[src/rtl/row_reduce_accumulator.sv]
// row_reduce_accumulator
// Reduces NO_OF_UNITS signed lanes per chunk through a registered pairwise
// adder tree, then accumulates consecutive chunks of one matrix row into a
// single row sum.
// Build option: define SATURATE_EN for signed saturating addition in every
// tree node and in the accumulator; otherwise addition wraps.
// Latency: out_valid pulses L+1 edges after the edge that samples the last
// chunk of a row, where L = log2(NO_OF_UNITS). It is the same in both builds.
module row_reduce_accumulator #(
    parameter int ELEMENT_WIDTH = 32,
    parameter int NO_OF_UNITS   = 8,
    parameter int ROW_CNT_WIDTH = 16
) (
    input  logic                                 clk,
    input  logic                                 rst,
    input  logic                                 start,
    input  logic                                 in_valid,
    input  logic                                 in_last,
    input  logic [NO_OF_UNITS*ELEMENT_WIDTH-1:0] adder_row_input,
    output logic [ELEMENT_WIDTH-1:0]             adder_output,
    output logic                                 out_valid,
    output logic                                 busy,
    output logic [ROW_CNT_WIDTH-1:0]             rows_done
);

    localparam int W = ELEMENT_WIDTH;
    localparam int N = NO_OF_UNITS;
    localparam int L = $clog2(NO_OF_UNITS);

    // Signed add; clamps to the extreme representable value on overflow
    // when saturation is built in, wraps otherwise.
    function automatic logic [W-1:0] add_fn(input logic [W-1:0] a, input logic [W-1:0] b);
        logic [W-1:0] s;
        s = a + b;
`ifdef SATURATE_EN
        if ((a[W-1] == b[W-1]) && (s[W-1] != a[W-1])) begin
            s = a[W-1] ? {1'b1, {(W-1){1'b0}}} : {1'b0, {(W-1){1'b1}}};
        end
`endif
        return s;
    endfunction

    // A low start clears the pipeline exactly like reset, but the result
    // register and the row counter survive it.
    logic flush;
    assign flush = rst | ~start;

    // Input lanes, lane 0 in the LSBs.
    logic [W-1:0] lane_w [0:N-1];

    genvar gi;
    generate
        for (gi = 0; gi < N; gi++) begin : g_lane
            assign lane_w[gi] = adder_row_input[gi*W +: W];
        end
    endgenerate

    // The tree is laid out as a heap. Nodes N..2N-1 are the registered
    // leaves. Node i holds the sum of nodes 2i and 2i+1 from the previous
    // cycle. Node 1 is the root.
    logic [W-1:0] node_q [1:2*N-1];

    // Bit k of these tags describes the chunk held at tree level k:
    // level 0 is the leaves and level L is the root.
    logic [L:0] lvl_vld_q;
    logic [L:0] lvl_last_q;

    // Tree data registers: capture the lanes and add sibling pairs level by level.
    always_ff @(posedge clk) begin
        if (flush) begin
            for (int i = 1; i < 2*N; i++) begin
                node_q[i] <= '0;
            end
        end else begin
            for (int i = N; i < 2*N; i++) begin
                node_q[i] <= lane_w[i-N];
            end
            for (int i = 1; i < N; i++) begin
                node_q[i] <= add_fn(node_q[2*i], node_q[2*i+1]);
            end
        end
    end

    // Valid/last tags travel down the tree in step with the data.
    always_ff @(posedge clk) begin
        if (flush) begin
            lvl_vld_q  <= '0;
            lvl_last_q <= '0;
        end else begin
            lvl_vld_q  <= {lvl_vld_q[L-1:0], in_valid};
            lvl_last_q <= {lvl_last_q[L-1:0], in_valid & in_last};
        end
    end

    logic [W-1:0] root_w;
    assign root_w = node_q[1];

    logic [W-1:0]             acc_q, acc_d;
    logic                     first_q, first_d;
    logic [W-1:0]             out_q, out_d;
    logic                     ov_q, ov_d;
    logic [ROW_CNT_WIDTH-1:0] rows_q, rows_d;

    // Accumulator next state. A last chunk closes the row and leaves the
    // accumulator clean, so the next row's first chunk needs no bubble.
    always_comb begin
        acc_d   = acc_q;
        first_d = first_q;
        out_d   = out_q;
        ov_d    = 1'b0;
        rows_d  = rows_q;
        if (lvl_vld_q[L]) begin
            if (lvl_last_q[L]) begin
                out_d   = first_q ? root_w : add_fn(acc_q, root_w);
                ov_d    = 1'b1;
                rows_d  = rows_q + 1'b1;
                first_d = 1'b1;
                acc_d   = '0;
            end else begin
                acc_d   = first_q ? root_w : add_fn(acc_q, root_w);
                first_d = 1'b0;
            end
        end
    end

    // Accumulator and output registers. A low start keeps the last result and the count.
    always_ff @(posedge clk) begin
        if (rst) begin
            acc_q   <= '0;
            first_q <= 1'b1;
            out_q   <= '0;
            ov_q    <= 1'b0;
            rows_q  <= '0;
        end else if (!start) begin
            acc_q   <= '0;
            first_q <= 1'b1;
            ov_q    <= 1'b0;
        end else begin
            acc_q   <= acc_d;
            first_q <= first_d;
            out_q   <= out_d;
            ov_q    <= ov_d;
            rows_q  <= rows_d;
        end
    end

    assign adder_output = out_q;
    assign out_valid    = ov_q;
    assign rows_done    = rows_q;
    assign busy         = (|lvl_vld_q) | ~first_q;

endmodule

[config.mk]
export PLATFORM = sky130hd
export DESIGN_NAME = row_reduce_accumulator
export DESIGN_NICKNAME = d
export VERILOG_FILES = /design/src/rtl/row_reduce_accumulator.sv
export SDC_FILE = /design/constraint.sdc
export NUM_CORES = 1
export LEC_CHECK = 0
export CAP_MARGIN = 20
export CORE_UTILIZATION = 51
export DETAILED_ROUTE_END_ITERATION = 16
export GPL_TIMING_DRIVEN = 0
export PLACE_DENSITY = 0.76
export RECOVER_POWER = 100
export SLEW_MARGIN = 20
export SYNTH_ARGS = -nofsm -noshare
export SYNTH_HDL_FRONTEND = slang
export SYNTH_SLANG_ARGS = --single-unit
[constraint.sdc]
create_clock -name clk -period 3.09 [get_ports clk]
set_clock_uncertainty 0.1 [all_clocks]
set_input_delay 0.618 -clock clk [delete_from_list [all_inputs] [get_ports clk]]
set_output_delay 0.618 -clock clk [all_outputs]
set_load 0.02 [all_outputs]
==> results.txt <==
- Outcome: complete, but fails checks
* Failing checks: negative setup slack
- All-Layer GR Usage: 24.4%
- The Yosys step of the flow raised 0 warnings.
* Post-route ant nets: 0
- Instance count along the most critical hold path: 1
* Synthesized area per cell: 9.08 sq um
- Library cell with the largest summed area after synthesis: sky130_fd_sc_hd__dfxtp_1
* Worst reg2reg path startpoint: node_q[0][448]
- Entering global routing, the biggest net connects 16 pins.
* Total area of multi-input combinational cells: 16,300 sq um
- Clock transition at path regs: 0.06 ns
- Final instance area: 34,500 sq um
- During placement, the flow inserted port buffers numbering 309.
- Die Y: 235 um
- Core area: 53,800 sq um
- Inst Count DP: 4,062
* Most frequent cells after synthesis: sky130_fd_sc_hd__dfxtp_1 (570), sky130_fd_sc_hd__nor2_1 (355), sky130_fd_sc_hd__and2_1 (299), sky130_fd_sc_hd__ha_1 (249), sky130_fd_sc_hd__a21oi_1 (213)
- For this block, the via count after detailed routing is 22,660.
* Floorplan row count: 85
* Final critical-path required period: 3.13 ns
- After the last flow step, the layout net total stands at 3,976.
- Sort of element at the end of the critical path: register
- Effective utilization at floorplan: 51.6%
* Post-layout util: 64.1%
* Area enclosed by the die boundary: 55,300 sq um
- The path with the worst hold slack has its endpoint at lvl_last_q[3].
* Hold-fix buffer count after cts: 0
- Combined flip-flop and latch cell area: 11,400 sq um
- Share of synthesized flip-flops with an asynchronous set or reset: 0%
- Post-DR wirelength/cell: 16.4 um
- Power comes to 16.5 mW.
* Fillers: 4,513
* Reported max-cap violation count: 0
- Initial DRT Pass Iterations: 8
- Worst R2R Setup Slack: -0.04 ns
- The number of cells on the worst reg-to-reg path is 11.
* Peak ir drop on the vdd network: 0.420 mV
- Measured along the x axis, the die boundary spans 235 um.
- During I/O placement, the number of pins put on the boundary was 311.
* Via/cell ratio: 5.39
* Remaining global-route overflow: 0
- In this run the clock root is driven by a sky130_fd_sc_hd__clkbuf_16.
- Classification of the worst setup path: reg2reg
- Clock buffers created by TritonCTS: 58
- Primary FF master, synth: sky130_fd_sc_hd__dfxtp_1
- The routed design uses 3.47 mm of met3 wire.
- Derived from the worst setup path, the maximum achievable clock frequency is 320 MHz.
- The number of different library cells used by synthesis comes to 82.
- Share of Yosys cell area claimed by the top area cell type: 41.1%
- Once placement finished, the instance area stood at 31,700 sq um.
- Placer congestion estimate: 0.897
- Setup repair after global routing missed its margin: true
* Total negative setup slack: -0.0778 ns
- By area the synthesized netlist is led by sky130_fd_sc_hd__dfxtp_1 (41%), sky130_fd_sc_hd__ha_1 (11%), sky130_fd_sc_hd__and2_1 (6.7%).
- The later pin in the worst-skew pair is clocked with a latency of 0.62 ns.
- Remaining design rule violation count: 0
- Number of synthesized flops with an enable pin: 0
- Pre-CTS setup slack: -0.673 ns
- TritonCTS built the clock tree.
- The first global-routing pass estimated 110 mm of wire.
- Finish-stage setup viols: 4
- Total of flip-flops plus latches after synthesis: 570
- Relative area change from synthesis to final layout: 24.2%
- Of all nets on the critical path, the largest fanout is 4.
- Number of global-route vias before repair: 21,781
- Static power due to leakage: 14.9 nW
* Longest Clk Path Bufs: 3
* # clock sinks: 570
* Final setup margin: -0.0357 ns
- RR Endpoint: node_q[0][254]
* Relative slew margins: 33.3%
- For this block, the initial DRC count from the detailed router was 1,488.
* Critical Path RT: 3.47 ns
* Type of origin of the critical path: register
* Antenna violations before repair: 2
- CTS H-Tree Depth: 2
- Yosys instantiated no cell more often than sky130_fd_sc_hd__dfxtp_1.
* Post-route non-filler standard cell count: 4,205
- The number of slew-limit violations in the final report came to 0.
- For the worst setup path, the data arrival time is 3.50 ns.
* Highest metal layer used by the detailed router: met5
- The startpoint identified for the worst hold timing path is lvl_last_q[2].
- Overall routed net length: 69.1 mm
- Power spread over the standard cell area amounts to 478 nW/um^2.
- The synthesized netlist occupies a cell area of 27,800 sq um.
- Cell count after synthesis: 3,057
- Detailed-route wire length on metal 1: 31.5 mm
- Detail Placement HPWL: 52.6 mm
- Routed length on met2: 32.1 mm
- The path class of the tightest hold or removal check is reg2reg.
* Actual transition at the worst max-transition pin: 1.00 ns
- Net count after synthesis: 3,575
- Post-synthesis sequential area ratio: 41.1%
- Fraction of final layout cells with drive strength greater than 1: 6.84%
* Post-route clock period utilization: 101%
- Count of final hold-check violations: 0
- Hold is met by 0.331 ns.
==> worst max-delay path, stage by stage (launching register included) <==
cell and delay [ns]:
sky130_fd_sc_hd__dfxtp_1 0.32, sky130_fd_sc_hd__ha_4 0.16, sky130_fd_sc_hd__fa_2 0.35, sky130_fd_sc_hd__a211oi_2 0.27, sky130_fd_sc_hd__o21ai_2 0.09, sky130_fd_sc_hd__a311o_1 0.35, sky130_fd_sc_hd__a311o_2 0.45, sky130_fd_sc_hd__nor2b_4 0.16
sky130_fd_sc_hd__o21a_4 0.22, sky130_fd_sc_hd__a221oi_4 0.24, sky130_fd_sc_hd__xor2_1 0.21, sky130_fd_sc_hd__nor2_1 0.05
==> state kept, by name, indices dropped and copies added (netlist names) <==
register and count:
acc_q 32, adder_output 32, first_q 1, lvl_last_q 4
lvl_vld_q 4, node_q 480, out_valid 1, rows_done 16
==> layer usage <==
| layer | up-vias | global-route usage [%] |
|---|---|---|
| met5 | - | 0 |
| met3 | 133 | 3.61 |
| met4 | 2 | 8.30 |
| met1 | 10402 | 31.6 |
| li1 | 11536 | - |
| met2 | 587 | 41.5 |
==> where the power goes <==
part	total (mW)	switching [mW]	internal [mW]	leakage, nW
combinational	1.45	0.741	0.710	9.26
sequential	7.67	0.0924	7.57	4.65
clock	7.35	2.97	4.38	1.00
==> cell type report <==
type | instances | share of cell area, %
Antenna cell | 1 | 0.00726
Buffer | 97 | 1.11
Clock buffer | 81 | 4.87
Clock inverter | 29 | 1.02
Inverter | 47 | 0.512
Multi-Input combinational cell | 2340 | 47.1
Sequential cell | 570 | 33.1
Tap cell | 696 | 2.53
Timing Repair Buffer | 344 | 9.70
==> worst max path at each step <==
stage	cells past startpoint	from	to	slack, ns
6_report	11	node_q[0][448]	node_q[0][254]	-0.04
5_1_grt	11	node_q[0][480]	node_q[0][254]	-0.18
4_1_cts	11	node_q[0][32]	adder_output[30]	-0.11
3_5_place_dp	6	start	node_q[0][234]	-0.67
3_3_place_gp	6	start	node_q[0][234]	-1.17
2_1_floorplan	11	acc_q[0]	adder_output[30]	0.02
==> placed cells by master (no fill, tap or decap), types with 13 or more instances in the layout <==
cell / Yosys / final
sky130_fd_sc_hd__dfxtp_1: 570 / 567
sky130_fd_sc_hd__nor2_1: 355 / 354
sky130_fd_sc_hd__clkdlybuf4s50_1: 0 / 258
sky130_fd_sc_hd__ha_1: 249 / 244
sky130_fd_sc_hd__a21oi_1: 213 / 204
sky130_fd_sc_hd__nand2_1: 165 / 165
sky130_fd_sc_hd__and2_0: 0 / 157
sky130_fd_sc_hd__and2_1: 299 / 142
sky130_fd_sc_hd__o21ai_0: 152 / 136
sky130_fd_sc_hd__a21o_1: 127 / 127
sky130_fd_sc_hd__xor2_1: 114 / 114
sky130_fd_sc_hd__xnor2_1: 104 / 104
sky130_fd_sc_hd__clkbuf_1: 95 / 103
sky130_fd_sc_hd__clkbuf_16: 0 / 59
sky130_fd_sc_hd__dlygate4sd3_1: 0 / 50
sky130_fd_sc_hd__a211oi_1: 55 / 47
sky130_fd_sc_hd__inv_1: 46 / 46
sky130_fd_sc_hd__nor3_1: 48 / 46
sky130_fd_sc_hd__nand3_1: 45 / 45
sky130_fd_sc_hd__o21a_1: 40 / 39
sky130_fd_sc_hd__buf_4: 0 / 32
sky130_fd_sc_hd__and3_1: 30 / 30
sky130_fd_sc_hd__o21bai_1: 30 / 30
sky130_fd_sc_hd__nor2b_1: 29 / 26
sky130_fd_sc_hd__nand2b_1: 24 / 24
sky130_fd_sc_hd__nand4_1: 23 / 23
sky130_fd_sc_hd__a31oi_1: 23 / 21
sky130_fd_sc_hd__o211ai_1: 17 / 17
sky130_fd_sc_hd__clkinv_2: 0 / 15
sky130_fd_sc_hd__clkbuf_8: 0 / 13
sky130_fd_sc_hd__or3_1: 13 / 13
==> cells by family (layout without fill, tap and decap cells) <==
kind of cell	after synthesis	count (layout)	share of synthesized area, %
adder cells (fa/ha/maj)	257	257	11.8
AND/OR/NAND/NOR	1065	1065	19.1
flip-flops	570	570	41.1
other	0	1	0
XOR/XNOR	218	218	6.88
AO/OA/AOI/OAI	786	786	18.6
multiplexers	14	14	0.532
buffers and inverters	147	598	1.99
==> what timing repair did <==
action | CTS | global route
setup endpoints to repair | 46 | 69
setup buffers | 22 | 13
resized for setup | 59 | 67
gates cloned | 0 | 0
pin swaps | 32 | 42
No activity file was read; power rests on OpenSTA's default activity.
